`src/rtl/sync_timing_tracker.sv`:
```
// Converts raw HSync/VSync into row/col counters aligned with the 1-clk delayed syncs, plus
// active-area decode, start strobes and a frame-length lock monitor. Optional stats: SYNC_TRACKER_STATS_EN.
module sync_timing_tracker #(
    parameter int TOTAL_COLS   = 800,
    parameter int TOTAL_ROWS   = 525,
    parameter int ACTIVE_COLS  = 640,
    parameter int ACTIVE_ROWS  = 480,
    parameter int COL_W        = 10,
    parameter int ROW_W        = 10,
    parameter bit SYNC_ACT_LOW = 1'b0,
    parameter int LOCK_FRAMES  = 3
) (
    input  logic             i_Clk,
    input  logic             i_Rst,
    input  logic             i_HSync,
    input  logic             i_VSync,
    output logic             o_HSync,
    output logic             o_VSync,
    output logic [COL_W-1:0] o_Col_Count,
    output logic [ROW_W-1:0] o_Row_Count,
    output logic             o_Active,
    output logic             o_Frame_Start,
    output logic             o_Line_Start,
    output logic             o_Locked,
    output logic             o_Lock_Err,
    output logic [15:0]      o_Frame_Count,
    output logic [7:0]       o_Err_Count,
    output logic [1:0]       o_State
);

    typedef enum logic [1:0] {IDLE = 2'd0, ACQ = 2'd1, LOCKED = 2'd2} state_t;

    state_t     state;
    logic [3:0] good_cnt;
    logic       vsync_edge;
    logic       col_last;
    logic       row_last;
    logic       frame_end;
    logic       frame_bad;

    assign vsync_edge = SYNC_ACT_LOW ? (~i_VSync & o_VSync) : (i_VSync & ~o_VSync);
    assign col_last   = (32'(o_Col_Count) == TOTAL_COLS - 1);
    assign row_last   = (32'(o_Row_Count) == TOTAL_ROWS - 1);
    assign frame_end  = col_last && row_last;
    // An edge away from FrameEnd, or FrameEnd with no edge, both mean a wrong-length frame.
    assign frame_bad  = vsync_edge ^ frame_end;

    // Decodes are gated by reset so every output reads 0 while reset is held.
    assign o_Active     = ~i_Rst && (32'(o_Col_Count) < ACTIVE_COLS) && (32'(o_Row_Count) < ACTIVE_ROWS);
    assign o_Line_Start = ~i_Rst && (o_Col_Count == '0);
    assign o_State      = state;

    always_ff @(posedge i_Clk or posedge i_Rst) begin
        if (i_Rst) begin
            o_HSync       <= 1'b0;
            o_VSync       <= 1'b0;
            o_Col_Count   <= '0;
            o_Row_Count   <= '0;
            o_Frame_Start <= 1'b0;
        end else begin
            o_HSync <= i_HSync;
            o_VSync <= i_VSync;
            if (vsync_edge) begin
                o_Col_Count   <= '0;
                o_Row_Count   <= '0;
                o_Frame_Start <= 1'b1;
            end else begin
                o_Frame_Start <= 1'b0;
                if (col_last) begin
                    o_Col_Count <= '0;
                    o_Row_Count <= row_last ? '0 : o_Row_Count + 1'b1;
                end else begin
                    o_Col_Count <= o_Col_Count + 1'b1;
                end
            end
        end
    end

    always_ff @(posedge i_Clk or posedge i_Rst) begin
        if (i_Rst) begin
            state      <= IDLE;
            good_cnt   <= '0;
            o_Locked   <= 1'b0;
            o_Lock_Err <= 1'b0;
        end else begin
            o_Lock_Err <= 1'b0;
            case (state)
                IDLE: begin
                    if (vsync_edge) begin
                        state    <= ACQ;
                        good_cnt <= '0;
                    end
                end
                ACQ: begin
                    if (vsync_edge && frame_end) begin
                        good_cnt <= 4'(good_cnt + 4'd1);
                        if (32'(good_cnt) + 1 == LOCK_FRAMES) begin
                            state    <= LOCKED;
                            o_Locked <= 1'b1;
                        end
                    end else if (frame_bad) begin
                        good_cnt <= '0;
                    end
                end
                LOCKED: begin
                    if (frame_bad) begin
                        state      <= ACQ;
                        good_cnt   <= '0;
                        o_Locked   <= 1'b0;
                        o_Lock_Err <= 1'b1;
                    end
                end
                default: begin
                    state    <= IDLE;
                    good_cnt <= '0;
                    o_Locked <= 1'b0;
                end
            endcase
        end
    end

`ifdef SYNC_TRACKER_STATS_EN
    logic lock_loss;
    assign lock_loss = (state == LOCKED) && frame_bad;

    always_ff @(posedge i_Clk or posedge i_Rst) begin
        if (i_Rst) begin
            o_Frame_Count <= '0;
            o_Err_Count   <= '0;
        end else begin
            if (vsync_edge)
                o_Frame_Count <= o_Frame_Count + 16'd1;
            // Counted together with the o_Lock_Err pulse; saturates instead of wrapping.
            if (lock_loss && o_Err_Count != 8'hFF)
                o_Err_Count <= o_Err_Count + 8'd1;
        end
    end
`else
    assign o_Frame_Count = '0;
    assign o_Err_Count   = '0;
`endif

endmodule

```
`config.mk`:
```
export PLATFORM = sky130hd
export DESIGN_NAME = sync_timing_tracker
export DESIGN_NICKNAME = d
export VERILOG_FILES = /design/src/rtl/sync_timing_tracker.sv
export SDC_FILE = /design/constraint.sdc
export NUM_CORES = 1
export LEC_CHECK = 0
export BUFFER_PORTS_ARGS = -buffer_cell sky130_fd_sc_hd__clkbuf_2
export CORE_MARGIN = 2
export CORE_UTILIZATION = 54
export DETAILED_ROUTE_END_ITERATION = 7
export PLACE_DENSITY = 0.91
export SKIP_CTS_REPAIR_TIMING = 1
export SYNTH_ARGS = -nofsm -noshare
export SYNTH_HDL_FRONTEND = slang
export SYNTH_SLANG_ARGS = --single-unit
```
`constraint.sdc`:
```
create_clock -name i_Clk -period 4.5 [get_ports i_Clk]
set_input_delay 0.45 -clock i_Clk [delete_from_list [all_inputs] [get_ports i_Clk]]
set_output_delay 0.45 -clock i_Clk [all_outputs]
set_load 0.01 [all_outputs]
```
==> PnR_summary.wiki <==
{| class="wikitable"
! Metric !! Value
|-
| Async S/R FF share, synth || 100%
|-
| Maximum root-to-sink buffer count || 2
|-
| Reported max-cap violation count || 0
|-
| Die Width || 63.2 um
|-
| Data required time at the worst endpoint || between 4 and 5 ns
|-
| Vias per cell || 5.30
|-
| Largest area contributor in the netlist || dfrtp_1
|-
| Endpoints failing setup || 0
|-
| Critical path peak fanout || 9
|-
| Post-Synthesis Cells || 205
|-
| Count of state elements after synthesis || 31
|-
| Crit Path Class || flop to flop
|-
| Total number of nets in the final design || ~260
|-
| Clock tree from TritonCTS || yes
|-
| Floorplan Core Area || 3340 um^2
|-
| Critical Path Start Type || flop
|-
| Number of warning messages in the yosys log || 0
|-
| Main area contributors after synthesis || dfrtp_1 41%, buf_4 9.9%, ha_1 7.3%, o21ai_0 4.2%, nor2_1 4.0%
|-
| RSZ-0062 raised after global routing || false
|-
| Count of antenna-violating nets left after detailed routing || 0
|-
| Area fraction of the dominant cell type after synthesis || 41.1%
|-
| Transition at the pin with the smallest max-transition slack || about 0.66 ns
|-
| Cell area after synthesis || 1890 um^2
|-
| End of the worst register-to-register path || o_State[0]$_DFFE_PP0P_
|-
| Detailed-route via count || 1532
|-
| Stages on worst setup path || 8
|-
| Number of buffers created by CTS || 5
|-
| Count of cell types in the netlist || 42
|-
| Antenna violations before repair || 0
|-
| Vias in the first global route || between 1000 and 1500
|-
| Largest voltage drop on the vdd net || 0.133 mV
|-
| Routed wirelength normalized by instance count || 12.7 um
|-
| Worst EP arrival || between 2 and 2.5 ns
|-
| Syn-to-layout area delta || 8.94%
|-
| Final wirelength || 3680 um
|-
| Post-route worst setup slack || between 2 and 2.5 ns
|-
| Num rows || 21
|-
| Slowest-stage cell, CP || dfrtp_1
|-
| Total die area || approximately 4000 um^2
|-
| Total power after layout || 0.000557 W
|-
| Worst path buffer plus inverter count || 0
|-
| Pre-Repair DR Iteration Count || 4
|-
| Setup crit start || o_Row_Count[6]$_DFFE_PP0P_
|-
| Final Hold Violating Endpoints || 0
|-
| Total Negative Setup Slacks || 0 ns
|-
| Number of cells on the worst reg-to-reg path || 8
|-
| Max-slew violation total from the final report || 0
|-
| Post-Place Setup Slack || 2.27 ns
|-
| Final core utilization || 61.7%
|-
| Top flip-flop cell by instance count after synthesis || dfrtp_1
|-
| Run status || complete, no violations
|-
| Share of the clock period used by the worst path after layout || between 50% and 60%
|-
| Overall die height || 63.2 um
|-
| Source-to-sink clock delay at the later pin of the worst-skew pair || 0.35 ns
|-
| Diodes inserted || 0
|-
| Clock Skews || 0.0114 ns
|-
| Proportion of layout cells with a drive suffix above 1 || 21.4%
|-
| Series of cell instances along the critical path || nor4b_1 -> nand4_1 -> nor2_1 -> ha_1 -> nand2_1 -> a211oi_1 -> o21ai_0 -> mux2i_1
|-
| Boundary pin count || 57
|-
| Average size of a mapped cell || about 9.2 um^2
|-
| Category of the worst setup path capture point || flop
|-
| HPWL reported at the end of detailed placement || 2630 um
|-
| CTS H-tree lvls || 2
|-
| Power per standard cell area || approximately 270 nW/um^2
|-
| Clk Tree Root Cell || clkbuf_4
|-
| Leakage power figure || 1.05 nW
|-
| Smallest hold slack || between 0.15 and 0.2 ns
|-
| Clock sink total || 31
|-
| Final GP Congestion || approximately 0.8
|-
| CP Capture Point || o_State[0]$_DFFE_PP0P_
|-
| Kind of path behind the tightest hold check || input pin to asynchronous set/reset pin
|-
| Largest net degree at the start of global routing || 32
|-
| Number of DRC markers after the initial detailed-route iteration || 90
|-
| Worst reg2reg startpoint || o_Row_Count[6]$_DFFE_PP0P_
|-
| Minimum setup slack among reg-to-reg paths || ~2.2 ns
|-
| Maximum frequency from static timing analysis || 442 MHz
|-
| Post-synthesis sequential area ratio || 41.1%
|-
| Worst path max stage delay || 0.48 ns
|-
| Worst slew margin relative to its limit || 55.6%
|-
| Clock slew at reported path FFs || 0.10 ns
|-
| Total routing usage reported by global routing || 19.7%
|-
| Global-route wire length before repair || a little over 6000 um
|-
| EDFF count, synth || 0
|-
| Minimum clock period || 2.26 ns
|-
| Number of port buffers || 32
|-
| Starting density of the core || 56.6%
|-
| Total grt overflow || 0
|-
| DRC violations left || 0
|-
| CP top delay family || simple AND/OR/NAND/NOR gates
|}
==> logic make-up after synthesis <==
family | after synthesis | synth area share (%)
simple gates | 77 | 22.5
compound gates | 37 | 11.3
buf+inv | 37 | 12.4
flops | 31 | 41.1
fa+ha+maj | 11 | 7.28
xor+xnor | 9 | 4.17
mux | 2 | 1.06
other cells | 1 | 0.198
==> Yosys cell counts, types with 2 or more instances <==
master	n
nor3_1	2
nand4_1	7
mux2i_1	2
nand3_1	10
dfrtp_1	31
nand2_1	15
xor2_1	5
and3_1	3
ha_1	11
inv_1	11
xnor2_1	4
buf_4	25
o21ai_0	16
a21oi_1	9
and2_1	2
or2_2	3
a31oi_1	4
nor2_1	20
nor4_1	2
==> tightest hold or removal path, cell delays in order <==
cell and delay, ns:
clkbuf_2 0.11, inv_1 0.05, buf_4 0.35
==> routing by layer <==
metal  vias to the layer above  track usage (%)  routed length [um]
met5                         -                0                   0
met4                         0             9.44                  71
li1                        739                -                   -
met3                         6             5.89                 295
met1                       717             25.2                1610
met2                        70             30.6                1700
==> report_power, final <==
| group | leakage [nW] | internal (W) | switching [W] |
|---|---|---|---|
| clock network | 0.0293 | 0.0000607 | 0.0000951 |
| registers | 0.417 | 0.000293 | 0.0000223 |
| logic | 0.608 | 0.0000334 | 0.0000520 |
==> sequential cells by signal, summed over array words and instances, names as in the netlist, 2 cells and up <==
register,count
o_Row_Count,10
good_cnt,4
o_State,2
o_Col_Count,10
==> cells in the final DEF (no fill, tap or decap), drive strengths merged, types with 3 or more instances in the layout <==
| cell type | netlist | layout |
|---|---|---|
| a21oi | 9 | 9 |
| a31oi | 4 | 4 |
| and2 | 3 | 3 |
| and3 | 4 | 4 |
| clkbuf | 0 | 39 |
| conb | 1 | 24 |
| dfrtp | 31 | 31 |
| ha | 11 | 11 |
| inv | 11 | 11 |
| nand2 | 15 | 15 |
| nand3 | 11 | 11 |
| nand4 | 7 | 7 |
| nor2 | 20 | 20 |
| nor4 | 3 | 3 |
| o21ai | 17 | 17 |
| or2 | 4 | 4 |
| xnor2 | 4 | 4 |
| xor2 | 5 | 5 |
==> how the worst min path moves through the flow <==
| stage | cells after the start | start | slack [ns] | endpoint |
|---|---|---|---|---|
| 2_1_floorplan | 0 | i_HSync | 0.48 | o_HSync$_DFF_PP0_ |
| 3_3_place_gp | 1 | o_Col_Count[0]$_DFF_PP0_ | 0.51 | o_Col_Count[0]$_DFF_PP0_ |
| 3_5_place_dp | 1 | o_Row_Count[8]$_DFFE_PP0P_ | 0.52 | o_Row_Count[8]$_DFFE_PP0P_ |
| 4_1_cts | 3 | i_Rst | 0.20 | o_Col_Count[3]$_DFF_PP0_ |
| 5_1_grt | 1 | i_HSync | 0.20 | o_HSync$_DFF_PP0_ |
| 6_report | 3 | i_Rst | 0.18 | o_Col_Count[4]$_DFF_PP0_ |
==> cell type report <==
cell class | count | area (um^2)
fillers | 304 | 1280
multi-input cells | 160 | 966
flip-flops and latches | 31 | 776
repair buffers | 33 | 168
well taps | 46 | 57.6
clock buffers | 7 | 45.0
inverters | 11 | 41.3
clock inverters | 1 | 5.00
==> through the flow <==
stage	cells	area [um^2]
after floorplan	228	1980
after global placement	281	2010
after detailed placement	281	2010
after CTS	289	2060
after global routing	289	2060
final	289	2060
Note: power is estimated with default switching activity, not from simulation.
